## src/rtl/quire_to_posit.sv

```systemverilog
// Quire-to-posit converter: captures the segmented two's-complement quire on a
// rising acc_rdy, normalizes over several cycles and emits a round-to-nearest-even posit.
module quire_to_posit #(
  parameter int unsigned WIDTH    = 8,
  parameter int unsigned EXP      = 2,
  parameter int unsigned K        = 9,
  parameter int unsigned ACC      = (2**EXP)*(WIDTH-2),
  parameter int unsigned ACC_HEAD = $clog2(K)+2
) (
  input  logic                clk_i,
  input  logic                rstn,
  input  logic                acc_rdy,
  input  logic [ACC_HEAD-1:0] acc_000_c,
  input  logic [ACC-1:0]      acc_001_c,
  input  logic [ACC-1:0]      acc_010_c,
  input  logic [ACC-1:0]      acc_011_c,
  input  logic [ACC-1:0]      acc_100_c,
  input  logic                out_rdy,
  output logic                out_vld,
  output logic [WIDTH-1:0]    posit_o,
  output logic                busy,
  output logic                drop_o
);

  localparam int unsigned QW   = ACC_HEAD + 4*ACC;
  localparam int unsigned FRAC = 2*ACC;
  localparam int unsigned MAXS = (2**EXP)*(WIDTH-2);
  localparam int unsigned FW   = WIDTH;
  localparam int unsigned VW   = WIDTH + EXP + FW;
  localparam int unsigned SW   = $clog2(QW) + 2;
  localparam int unsigned LW   = $clog2(ACC);
  localparam logic [WIDTH-2:0] MAXPOS = '1;
  localparam logic [WIDTH-2:0] MINPOS = (WIDTH-1)'(1);

  typedef enum logic [2:0] {S_IDLE, S_NEG, S_SCAN, S_NORM, S_PACK, S_OUT} state_e;

  state_e               state_q, state_d;
  logic                 acc_rdy_q, acc_rdy_d;
  logic [QW-1:0]        q_reg_q, q_reg_d;
  logic                 sign_q, sign_d;
  logic                 zero_q, zero_d;
  logic [2:0]           seg_q, seg_d;
  logic signed [SW-1:0] scale_q, scale_d;
  logic [FW-1:0]        frac_q, frac_d;
  logic                 sticky_q, sticky_d;
  logic                 out_vld_q, out_vld_d;
  logic [WIDTH-1:0]     posit_q, posit_d;
  logic                 drop_q, drop_d;

  logic                 start;
  logic [ACC-1:0]       seg_val;
  logic [LW-1:0]        lod_idx;
  int                   p_int;
  logic [QW-2:0]        shifted;
  logic signed [SW-1:0] k;
  logic [SW-1:0]        rshift;
  logic [VW-1:0]        base_pos, base_neg, v;
  logic [WIDTH-2:0]     body, mag_p;
  logic                 guard, sticky_all;
  logic [WIDTH-1:0]     rnd;

  assign start = acc_rdy & ~acc_rdy_q;

  // Segment under inspection; the head is zero-extended to body width.
  always_comb begin
    seg_val = '0;
    case (seg_q)
      3'd0:    seg_val[ACC_HEAD-1:0] = q_reg_q[QW-1 -: ACC_HEAD];
      3'd1:    seg_val = q_reg_q[4*ACC-1 -: ACC];
      3'd2:    seg_val = q_reg_q[3*ACC-1 -: ACC];
      3'd3:    seg_val = q_reg_q[2*ACC-1 -: ACC];
      default: seg_val = q_reg_q[ACC-1:0];
    endcase
    lod_idx = '0;
    for (int unsigned i = 0; i < ACC; i++) begin
      if (seg_val[i]) lod_idx = LW'(i);
    end
    p_int   = (4 - int'(seg_q)) * int'(ACC) + int'(lod_idx);
    // The leading one shifts out of the top, leaving the fraction left-aligned.
    shifted = q_reg_q[QW-2:0] << (int'(QW) - 1 - p_int);
  end

  // Regime run is produced by shifting a "10"/"01" seed: arithmetic shift
  // replicates ones for k >= 0, logical shift inserts zeros for k < 0.
  always_comb begin
    k        = scale_q >>> EXP;
    rshift   = k[SW-1] ? SW'(-k - 1) : SW'(k);
    base_pos = {2'b10, scale_q[EXP-1:0], frac_q, {(VW-2-EXP-FW){1'b0}}};
    base_neg = {2'b01, scale_q[EXP-1:0], frac_q, {(VW-2-EXP-FW){1'b0}}};
    if (k[SW-1]) v = base_neg >> rshift;
    else         v = VW'($signed(base_pos) >>> rshift);
    body       = v[VW-1 -: WIDTH-1];
    guard      = v[VW-WIDTH];
    sticky_all = (|v[VW-WIDTH-1:0]) | sticky_q;
    rnd        = {1'b0, body} + WIDTH'(guard & (sticky_all | body[0]));
    mag_p      = rnd[WIDTH-1] ? MAXPOS : rnd[WIDTH-2:0];
    if (zero_q)                                  mag_p = '0;
    else if (int'(scale_q) >= int'(MAXS))        mag_p = MAXPOS;
    else if (int'(scale_q) < -int'(MAXS))        mag_p = MINPOS;
  end

  always_comb begin
    state_d   = state_q;
    acc_rdy_d = acc_rdy;
    q_reg_d   = q_reg_q;
    sign_d    = sign_q;
    zero_d    = zero_q;
    seg_d     = seg_q;
    scale_d   = scale_q;
    frac_d    = frac_q;
    sticky_d  = sticky_q;
    out_vld_d = out_vld_q;
    posit_d   = posit_q;
    drop_d    = start && (state_q != S_IDLE);
    case (state_q)
      S_IDLE: begin
        if (start) begin
          q_reg_d = {acc_000_c, acc_001_c, acc_010_c, acc_011_c, acc_100_c};
          state_d = S_NEG;
        end
      end
      S_NEG: begin
        sign_d  = q_reg_q[QW-1];
        q_reg_d = q_reg_q[QW-1] ? -q_reg_q : q_reg_q;
        seg_d   = '0;
        zero_d  = 1'b0;
        state_d = S_SCAN;
      end
      S_SCAN: begin
        if (seg_val != '0) begin
          state_d = S_NORM;
        end else if (seg_q == 3'd4) begin
          zero_d  = 1'b1;
          state_d = S_NORM;
        end else begin
          seg_d = seg_q + 3'd1;
        end
      end
      S_NORM: begin
        scale_d  = SW'(p_int - int'(FRAC));
        frac_d   = shifted[QW-2 -: FW];
        sticky_d = |shifted[QW-2-FW:0];
        state_d  = S_PACK;
      end
      S_PACK: begin
        posit_d   = sign_q ? -{1'b0, mag_p} : {1'b0, mag_p};
        out_vld_d = 1'b1;
        state_d   = S_OUT;
      end
      S_OUT: begin
        if (out_rdy) begin
          out_vld_d = 1'b0;
          state_d   = S_IDLE;
        end
      end
      default: state_d = S_IDLE;
    endcase
  end

  always_ff @(posedge clk_i or negedge rstn) begin
    if (!rstn) begin
      state_q   <= S_IDLE;
      acc_rdy_q <= 1'b0;
      q_reg_q   <= '0;
      sign_q    <= 1'b0;
      zero_q    <= 1'b0;
      seg_q     <= '0;
      scale_q   <= '0;
      frac_q    <= '0;
      sticky_q  <= 1'b0;
      out_vld_q <= 1'b0;
      posit_q   <= '0;
      drop_q    <= 1'b0;
    end else begin
      state_q   <= state_d;
      acc_rdy_q <= acc_rdy_d;
      q_reg_q   <= q_reg_d;
      sign_q    <= sign_d;
      zero_q    <= zero_d;
      seg_q     <= seg_d;
      scale_q   <= scale_d;
      frac_q    <= frac_d;
      sticky_q  <= sticky_d;
      out_vld_q <= out_vld_d;
      posit_q   <= posit_d;
      drop_q    <= drop_d;
    end
  end

  assign out_vld = out_vld_q;
  assign posit_o = posit_q;
  assign busy    = (state_q != S_IDLE);
  assign drop_o  = drop_q;

endmodule

```

## config.mk

```make
export PLATFORM = sky130hd
export DESIGN_NAME = quire_to_posit
export DESIGN_NICKNAME = d
export VERILOG_FILES = /design/src/rtl/quire_to_posit.sv
export SDC_FILE = /design/constraint.sdc
export NUM_CORES = 1
export LEC_CHECK = 0
export CAP_MARGIN = 20
export CELL_PAD_IN_SITES_DETAIL_PLACEMENT = 0
export CELL_PAD_IN_SITES_GLOBAL_PLACEMENT = 1
export CORE_MARGIN = 2
export CORE_UTILIZATION = 28
export DETAILED_ROUTE_END_ITERATION = 6
export PLACE_DENSITY_LB_ADDON = 0.1
export SLEW_MARGIN = 20
export SYNTH_ARGS = -nofsm -noshare
export SYNTH_HDL_FRONTEND = slang
export SYNTH_SLANG_ARGS = --single-unit
```

## constraint.sdc

```tcl
create_clock -name clk_i -period 13.1 [get_ports clk_i]
set_input_delay 3.93 -clock clk_i [delete_from_list [all_inputs] [get_ports clk_i]]
set_output_delay 3.93 -clock clk_i [all_outputs]
set_load 0.05 [all_outputs]
```

==> flow_summary.ini <==
[clock_tree]
cts_repair_resize_count = 0
cts_root_buf = clkbuf_16
cts-buffers-inserted = 17
numClockSinks = 139
cts_tree = yes
cts_max_level = 4
clockBufferDepth = 2
cts.clk_slew.worst_paths_ps = 80
clkLatencyLatePin_ps = 490
hold_buffers = 0
post_cts_buffers = 0

[yosys]
ys_top_cells_by_count = 183 x nand2_1, 179 x mux2i_1, 176 x a21oi_1
synth_ff_type = dfrtp_1
synth_top_family_by_area = compound AO/OA/AOI/OAI gates
synth_adder_area_share_pct = 2.04
seq_area_frac_synth_pct = 22.1
synth.ff_latch_count = 139
yosys.area_share.simple_pct = 18.8
ys_async_sr_fraction_pct = 100
synth_mux_area_share_pct = 14.0
synth_edf_count = 0
yosysTopAreaCell = dfrtp_1
netlist_area_um2 = 15700
synth_cell_types = 86
postSynthAreaPerCell_um2 = 7.81
ys_top_cells_by_area = dfrtp_1 22%, mux2i_1 11%, a21oi_1 5.6%, o21ai_0 4.9%, nand2_1 4.4%
synth_cells = 2014
synth.top_cell.area_share_pct = 22.1
syn-num-nets = 2145
synth_warnings = 0
synth.most_common_cell = nand2_1
synth_compound_gate_area_share_pct = 31.5
synth_xor_area_share_pct = 5.60

[worst_hold_path]
worstHoldPathCells = 2
hold_end = posit_o[7]
hold_start = posit_o[7]
min_path_type = reg2reg

[setup_path]
cpMostUsedCell = buf_4
critPathRequiredTime_ps = 13460
rr_worst_depth = 29
path_buf_inv = 5
path_class = reg2reg
worstPathArrival_ps = 9650
crit_slowest_cell = or2_1
startpoint_type = flip-flop
rr_endpoint = sticky_q
cp_max_fo = 56
rr_startpoint = seg_q[0]
cpPeakStageDelay_ps = 780
cp-end-kind = flip-flop
path_delay_family = compound AO/OA/AOI/OAI gates
rrSetupSlack_ps = 3810

[sta]
worst_pin_slew_ps = 1060
finalCriticalPeriod_ps = 9290
period_share_pct = 70.9
final_hold_viol_count = 0
timing.fmax_mhz = 108
finalSetupTns_ps = 0
finalSetupViolCount = 0
slew_headroom_pct = 29.6
fin_skew_ps = 25.1
rsz0062_at_grt = no
report.final.slew_viol_count = 0

[die]
fp.dieH_um = 241
dieArea_um2 = 58100
coreArea_um2 = 55300
io_pins = 117
rows = 86
dieWidth_um = 241
start_util_pct = 28.4

[route]
vias = 16900
wl_um = 72400
drt_iter0_drc = 2031
viasPerCell = 6.10
ant_nets = 0
drc_errors = 12
drtPass1Iterations = 7
wire_per_inst_um = 26.2

[grt]
grt_pass1_wl_um = 108000
grt_usage_pct = 24.8
antenna_found_initial = 1
grt_start_max_net_pins = 79
grt.overflow.total = 0
grt_pass1_vias = 15900

[final_layout]
diodes = 0
nNetsFinal = 2136
seq_area_um2 = 3480
drive_gt1_share_pct = 6.89
final_cells = 2766
multiInputGateArea_um2 = 11400
fillers = 6076
layout-area-overhead-vs-synth_pct = 14.3
fin_util_pct = 32.5

[run_status]
violations = DRC
status = finished, violations left

[placement]
place.gp.congestion = 0.923
post-place-cells = 2734
port-buffer-count = 116
dp_hpwl_um = 55900

[run]
maxCapViolCount = 0
-- logic make-up after synthesis --
group / Yosys count
compound gates: 731
fa+ha+maj: 25
mux: 204
xor+xnor: 99
simple gates: 596
buf+inv: 220
flops: 139
-- metrics by stage --
stage          hold slack [ps]  cell area (µm²)  worst slack (ps)
3_3_place_gp               490            17400              4040
6_report                   512            18000              3810
2_1_floorplan              473            15700              6270
3_5_place_dp               497            17400              3990
4_1_cts                    518            18000              3960
5_1_grt                    557            18000              3160
-- layout by cell type, fill, tap and decap left out, drive strengths merged, types with 47 or more instances in the layout --
master           n
nor2           114
mux2i          179
nor3            92
a21oi          177
nand2          184
xor2            62
o21ai          157
dfrtp          139
o22ai           47
clkdlybuf4s50  115
-- flip-flops by register name, indices dropped and copies added (netlist names) --
name and flops:
frac_q 8, state_q 3, q_reg_q 102, scale_q 9, posit_o 8, out_vld 1, seg_q 3, drop_o 1
acc_rdy_q 1, sticky_q 1, sign_q 1, zero_q 1
-- worst min-delay path, cell delays in order, from the launching register on --
cell and delay, ps:
dfrtp_1 350, o21ai_0 80, nand2_1 60
-- worst max path at each step --
stage,from,endpoint,slack [ps],depth (start not counted)
global route,seg_q[0],sticky_q,3160,30
CTS,seg_q[0],sticky_q,3960,30
finish,seg_q[0],sticky_q,3810,29
global placement,seg_q[0],sticky_q,4040,30
floorplan,seg_q[0],sticky_q,6270,36
detailed placement,seg_q[0],sticky_q,3990,30
-- per-layer routing --
metal / track usage [%] / wire [µm]
met5: 0 / 0
met4: 7.30 / 1730
met3: 3.25 / 4210
met2: 37.1 / 31500
met1: 36.9 / 34900
-- final cells by class --
class / count / area share, %
clock buffers: 17 / 2.37
clock inverters: 15 / 0.738
inverters: 37 / 0.773
multi-input cells: 1655 / 63.5
flip-flops and latches: 139 / 19.4
well taps: 748 / 5.21
repair buffers: 155 / 8.10
Power is left out: the tool's default activity adds up to more than one toggle a clock period on the data nets, which glitch-free logic cannot reach.
